`src/rtl/score_calculator_if.sv`:
```
// Judgement, control and result bundle between the rhythm-game front end and
// the scoring stage.
interface score_calculator_if;
    logic        clear;
    logic        judge_valid;
    logic [1:0]  judge_type;
    logic [15:0] total_notes;
    logic        start;
    logic        busy;
    logic [19:0] score;
    logic        score_valid;
    logic [15:0] note_count;
    logic [17:0] points;
    logic [15:0] combo;
    logic [15:0] max_combo;

    modport master (
        output clear, judge_valid, judge_type, total_notes, start,
        input  busy, score, score_valid, note_count, points, combo, max_combo
    );

    modport slave (
        input  clear, judge_valid, judge_type, total_notes, start,
        output busy, score, score_valid, note_count, points, combo, max_combo
    );
endinterface

```
`src/rtl/score_calculator.sv`:
```
// Accumulates note judgements and computes floor(1e6 * points / (4 * notes))
// with a one-bit-per-cycle restoring divider.
module score_calculator #(
    parameter int DIV_BITS = 38
) (
    input  logic                clk,
    input  logic                resetn,
    score_calculator_if.slave   bus
);
    localparam int          CNT_W     = $clog2(DIV_BITS + 1);
    localparam logic [19:0] MAX_SCORE = 20'd1_000_000;

    typedef enum logic [1:0] {IDLE, DIV, DONE} state_t;

    state_t              state, state_nxt;
    logic [DIV_BITS-1:0] num, quo;
    logic [17:0]         divisor;
    logic [17:0]         rem;
    logic [CNT_W-1:0]    cnt;

    logic        accept;
    logic [2:0]  weight;
    logic [15:0] combo_inc;
    logic [18:0] rem_sh;
    logic        fits;
    logic [19:0] quo_sat;

    always_comb begin
        accept    = bus.judge_valid && (bus.note_count < bus.total_notes);
        combo_inc = bus.combo + 16'd1;
        case (bus.judge_type)
            2'd1:    weight = 3'd2;
            2'd2:    weight = 3'd3;
            2'd3:    weight = 3'd4;
            default: weight = 3'd0;
        endcase
        rem_sh  = {rem, num[DIV_BITS-1]};
        fits    = rem_sh >= {1'b0, divisor};
        // Quotient cannot exceed 1e6 for legal inputs; clamp anyway.
        quo_sat = (|quo[DIV_BITS-1:20]) ? MAX_SCORE : quo[19:0];
    end

    always_comb begin
        state_nxt = state;
        case (state)
            IDLE: if (bus.start) state_nxt = (bus.total_notes != 16'd0) ? DIV : DONE;
            DIV:  if (cnt == CNT_W'(1)) state_nxt = DONE;
            DONE: state_nxt = IDLE;
            default: state_nxt = IDLE;
        endcase
        if (bus.clear) state_nxt = IDLE;
    end

    always_ff @(posedge clk or negedge resetn) begin
        if (!resetn) state <= IDLE;
        else         state <= state_nxt;
    end

    assign bus.busy = (state != IDLE);

    always_ff @(posedge clk or negedge resetn) begin
        if (!resetn) begin
            bus.note_count  <= '0;
            bus.points      <= '0;
            bus.combo       <= '0;
            bus.max_combo   <= '0;
            bus.score       <= '0;
            bus.score_valid <= 1'b0;
            num             <= '0;
            quo             <= '0;
            divisor         <= '0;
            rem             <= '0;
            cnt             <= '0;
        end else if (bus.clear) begin
            bus.note_count  <= '0;
            bus.points      <= '0;
            bus.combo       <= '0;
            bus.max_combo   <= '0;
            bus.score       <= '0;
            bus.score_valid <= 1'b0;
            num             <= '0;
            quo             <= '0;
            divisor         <= '0;
            rem             <= '0;
            cnt             <= '0;
        end else begin
            bus.score_valid <= 1'b0;
            if (accept) begin
                bus.note_count <= bus.note_count + 16'd1;
                bus.points     <= bus.points + 18'(weight);
                if (bus.judge_type == 2'd0) begin
                    bus.combo <= '0;
                end else begin
                    bus.combo <= combo_inc;
                    if (combo_inc > bus.max_combo) bus.max_combo <= combo_inc;
                end
            end
            case (state)
                IDLE: if (bus.start) begin
                    quo <= '0;
                    rem <= '0;
                    if (bus.total_notes != 16'd0) begin
                        // Snapshot pre-edge points; judgements during DIV don't disturb it.
                        num     <= DIV_BITS'(bus.points) * DIV_BITS'(MAX_SCORE);
                        divisor <= {bus.total_notes, 2'b00};
                        cnt     <= CNT_W'(DIV_BITS);
                    end
                end
                DIV: begin
                    num <= num << 1;
                    quo <= {quo[DIV_BITS-2:0], fits};
                    rem <= fits ? 18'(rem_sh - {1'b0, divisor}) : rem_sh[17:0];
                    cnt <= cnt - CNT_W'(1);
                end
                DONE: begin
                    bus.score       <= quo_sat;
                    bus.score_valid <= 1'b1;
                end
                default: ;
            endcase
        end
    end
endmodule

```
`src/flat_wrapper.sv`:
```
// flat-port wrapper written by rule: the top's interface ports become plain ports
module score_calculator_flat 
#(
    parameter int DIV_BITS = 38
)
  (clk, resetn, bus_clear, bus_judge_valid, bus_judge_type, bus_total_notes, bus_start, bus_busy, bus_score, bus_score_valid, bus_note_count, bus_points, bus_combo, bus_max_combo);
  score_calculator_if bus_i ();
  input  logic clk;
  input  logic resetn;
  input wire logic [$bits(bus_i.clear)-1:0] bus_clear;
  input wire logic [$bits(bus_i.judge_valid)-1:0] bus_judge_valid;
  input wire logic [$bits(bus_i.judge_type)-1:0] bus_judge_type;
  input wire logic [$bits(bus_i.total_notes)-1:0] bus_total_notes;
  input wire logic [$bits(bus_i.start)-1:0] bus_start;
  output wire logic [$bits(bus_i.busy)-1:0] bus_busy;
  output wire logic [$bits(bus_i.score)-1:0] bus_score;
  output wire logic [$bits(bus_i.score_valid)-1:0] bus_score_valid;
  output wire logic [$bits(bus_i.note_count)-1:0] bus_note_count;
  output wire logic [$bits(bus_i.points)-1:0] bus_points;
  output wire logic [$bits(bus_i.combo)-1:0] bus_combo;
  output wire logic [$bits(bus_i.max_combo)-1:0] bus_max_combo;
  assign bus_i.clear = bus_clear;
  assign bus_i.judge_valid = bus_judge_valid;
  assign bus_i.judge_type = bus_judge_type;
  assign bus_i.total_notes = bus_total_notes;
  assign bus_i.start = bus_start;
  assign bus_busy = bus_i.busy;
  assign bus_score = bus_i.score;
  assign bus_score_valid = bus_i.score_valid;
  assign bus_note_count = bus_i.note_count;
  assign bus_points = bus_i.points;
  assign bus_combo = bus_i.combo;
  assign bus_max_combo = bus_i.max_combo;
  score_calculator #(.DIV_BITS(DIV_BITS)) u_core (.clk(clk), .resetn(resetn), .bus(bus_i));
endmodule
```
`config.mk`:
```
export PLATFORM = sky130hd
export DESIGN_NAME = score_calculator_flat
export DESIGN_NICKNAME = d
export VERILOG_FILES = /design/src/rtl/score_calculator_if.sv /design/src/rtl/score_calculator.sv /design/src/flat_wrapper.sv
export SDC_FILE = /design/constraint.sdc
export NUM_CORES = 1
export LEC_CHECK = 0
export BUFFER_PORTS_ARGS = -buffer_cell sky130_fd_sc_hd__buf_4
export CORE_MARGIN = 4
export CORE_UTILIZATION = 35
export CTS_BUF_LIST = sky130_fd_sc_hd__clkbuf_16
export DETAILED_ROUTE_END_ITERATION = 16
export GPL_TIMING_DRIVEN = 0
export PLACE_DENSITY_LB_ADDON = 0.1
export SYNTH_ARGS = -nofsm -noshare
export SYNTH_HDL_FRONTEND = slang
export SYNTH_SLANG_ARGS = --single-unit
```
`constraint.sdc`:
```
create_clock -name clk -period 6.5 [get_ports clk]
set_input_delay 0.325 -clock clk [delete_from_list [all_inputs] [get_ports clk]]
set_output_delay 0.325 -clock clk [all_outputs]
set_load 0.005 [all_outputs]
```
==> summary.md <==
| Metric | Value |
|---|---|
| Drt drc | `0` |
| Most frequent cells in the layout | `dfrtp_1, ha_1, inv_1` |
| Layout cell share with drive strength beyond 1 | `a little under a tenth` |
| Aggregate negative setup slack | `0 ns` |
| Placed Instances | `2152` |
| Crit path capture type | `flop` |
| Initial antenna violation count | `0` |
| Cell area after synthesis | `~0.015 mm^2` |
| Share of the synthesized area in the top cell type | `between 30% and 40%` |
| Final Max Tran Viols | `0` |
| Die area | `0.0449 mm^2` |
| Status | `finished, final reports clean` |
| GRT Total Usage | `17.8%` |
| Ys async rst share | `100%` |
| Worst-Margin Slew | `~1.0 ns` |
| Detailed Routing Iterations Pass 1 | `5` |
| Most common cell after layout, fill and taps aside | `dfrtp_1` |
| Sequential element share of the synthesized area | `between 30% and 40%` |
| Startpoint types | `flop` |
| Io pins | `111` |
| RR Endpoint | `u_core.num[36]` |
| Slew HR | `33.2%` |
| Nets | `1911` |
| CP Class | `flop to flop` |
| Cell Pwr Density | `roughly 230 mW/mm^2` |
| WP data arrival | `6.49 ns` |
| Post-synth EDFFs | `0` |
| TritonCTS clock tree | `built` |
| Fin cells | `2185` |
| Total number of vias | `11271` |
| Netlist cell types | `65` |
| Cells after Synth | `around 1500` |
| Grt total ovfl | `0` |
| # diodes | `0` |
| Hold depth | `3` |
| GR Util met1 | `25.6%` |
| Layout area overhead | `14.9%` |
| Min Clock Period, post-route | `slightly above 6 ns` |
| Hold Path Class | `input pin to flop` |
| Final Setup Violations | `0` |
| Grt met2 use | `between 20% and 30%` |
| Insertion delay to the later sink of the worst-skew pair | `~0.48 ns` |
| Dpl ws | `0.335 ns` |
| Worst reg-to-reg path cell count | `19` |
| Initial DRC Count | `between 500 and 600` |
| Cts bufs inserted | `17` |
| First-pass GRT wire length | `63800 um` |
| Initial Util | `between 30% and 40%` |
| Hold path endpoint | `u_core.divisor[2]` |
| Final setup margin | `approximately 0.35 ns` |
| Top cells by area, synth | `dfrtp_1, ha_1, fa_1, inv_1, a21oi_1` |
| Busiest metal layer after global routing | `met2` |
| Final period utilization | `94.7%` |
| RSZ-0062 raised after global routing | `false` |
| Port Buf Inserts | `110` |
| Synth Area per Inst | `approximately 9.6 um^2` |
| Vias in the first global route | `11571` |
| Hold path start | `bus_total_notes[0]` |
| Mean routed wirelength per cell | `17.9 um` |
| Reg2reg start | `u_core.bus.points[1]` |
| Post-CTS Setup Repair Bufs | `0` |
| Maximum clock insertion buffer count | `2` |
| Die height | `~210 um` |
| Resized Gates After CTS | `0` |
| Die width | `212 um` |
| Fmax | `approximately 0.16 GHz` |
| M3 GR Usage | `2.31%` |
| Syn nets | `1780` |
| Placer Congestion | `0.807` |
| Worst VDD drop | `approximately 180 uV` |
| DR vias/cell | `5.16` |
| Number of synthesized register bits | `roughly 200` |
| Most used DFF post-synth | `dfrtp_1` |
| Worst Path Required | `around 7 ns` |
| CTS clk-pin slew, worst paths | `roughly 0.090 ns` |
| Fill cell count | `4125` |
| Leakage power | `8.64 nW` |
| Clock Tree Root | `clkbuf_16` |
| Dpl hpwl | `29900 um` |
| Max Cap Viol | `0` |
| Synth warn | `0` |
| Clk_skew | `0.0129 ns` |
| Core area | `0.0409 mm^2` |
| Antenna Violating Nets Remaining | `0` |
| R2R Setup Slk | `0.35 ns` |
| Final WL | `39100 um` |
| CTS sink cnt | `199` |
| # hold bufs at CTS | `1` |
| Largest net degree at the start of global routing | `109` |
| Cell Rows | `74` |
| Final Hold Viols | `0` |
| CP max FO | `10` |
| # H-tree levels | `4` |
| Post-synth top area cell | `dfrtp_1` |
[critical path: stages, from the launching register on]
cell,delay [ns]
dfrtp_1,0.66
inv_1,0.22
fa_1,0.57
inv_1,0.05
fa_1,0.50
fa_1,0.58
fa_1,0.42
ha_1,0.29
inv_1,0.05
fa_1,0.49
inv_1,0.04
ha_1,0.35
a21oi_1,0.19
o21ai_0,0.14
o21a_1,0.21
o41a_1,0.38
a221o_1,0.37
a21oi_1,0.19
xor2_1,0.21
o22ai_1,0.11
[synthesized netlist by cell type (28+ instances only)]
cell and n:
a21oi_1 113, o21ai_1 37, ha_1 181, nand3_1 28, fa_1 67, a22o_1 55
xor2_1 30, o21ai_0 31, clkbuf_1 55, inv_1 163, nor2_1 78, dfrtp_1 199
a21o_1 33, nand2_1 132
[area by class of cell]
cell class	instances	area, um^2	share of cell area [%]
multi-input combinational	1084	8700	52.1
timing repair buffer	112	871	5.21
clock buffer	17	425	2.55
clock inverter	15	204	1.22
buffer	63	250	1.50
sequential	199	4980	29.8
tap	532	666	3.98
inverter	163	612	3.66
[power by group]
part	internal [mW]	leakage, nW	switching (mW)	total [mW]
sequential	1.32	2.75	0.0795	1.40
clock	0.539	0.304	0.612	1.15
combinational	0.588	5.58	0.787	1.38
[per-stage QoR]
step / hold slack, ns / power (mW) / util (%) / area [um^2]
6_report: 0.109 / 3.92 / 40.8 / 16700
5_1_grt: 0.100 / 4.20 / 40.8 / 16700
4_1_cts: 0.0891 / 3.98 / 40.8 / 16700
3_5_place_dp: 0.464 / 2.81 / 39.3 / 16100
3_3_place_gp: 0.465 / 2.79 / 39.2 / 16000
2_1_floorplan: 0.0294 / 2.43 / - / 14500
[layer usage]
metal	vias to the layer above	share of wire, %	wire (um)
met4	0	1.6	609
met2	139	47	18200
met1	5516	49	19200
met3	37	2.5	962
met5	-	0	0
li1	5579	-	-
[kinds of logic after synthesis]
kind of cell               Yosys count  share of synthesized area (%)
and+or+nand+nor                    384                           12.8
adders and majority gates          248                           24.8
buffers and inverters              226                           5.93
muxes                               32                           2.31
AOI/OAI and AO/OA                  366                           16.7
xor gates and xnor gates            54                           3.25
DFF                                199                           34.3
[worst max path at each step]
| stage | to | start | depth (start not counted) |
|---|---|---|---|
| floorplan | u_core.num[34] | u_core.bus.points[1] | 19 |
| global placement | u_core.num[36] | u_core.bus.points[1] | 19 |
| detailed placement | u_core.num[36] | u_core.bus.points[1] | 19 |
| CTS | u_core.num[36] | u_core.bus.points[1] | 19 |
| global route | u_core.num[36] | u_core.bus.points[1] | 19 |
| finish | u_core.num[36] | u_core.bus.points[1] | 19 |
[sequential cells by signal, indices dropped and copies added (netlist names)]
register	cells
u_core.bus.combo	16
u_core.bus.max_combo	16
u_core.bus.note_count	16
u_core.bus.points	18
u_core.bus.score	20
u_core.bus.score_valid	1
u_core.cnt	6
u_core.divisor	16
u_core.num	32
u_core.quo	38
u_core.rem	18
u_core.state	2
Note: power is estimated with default switching activity, not from simulation.
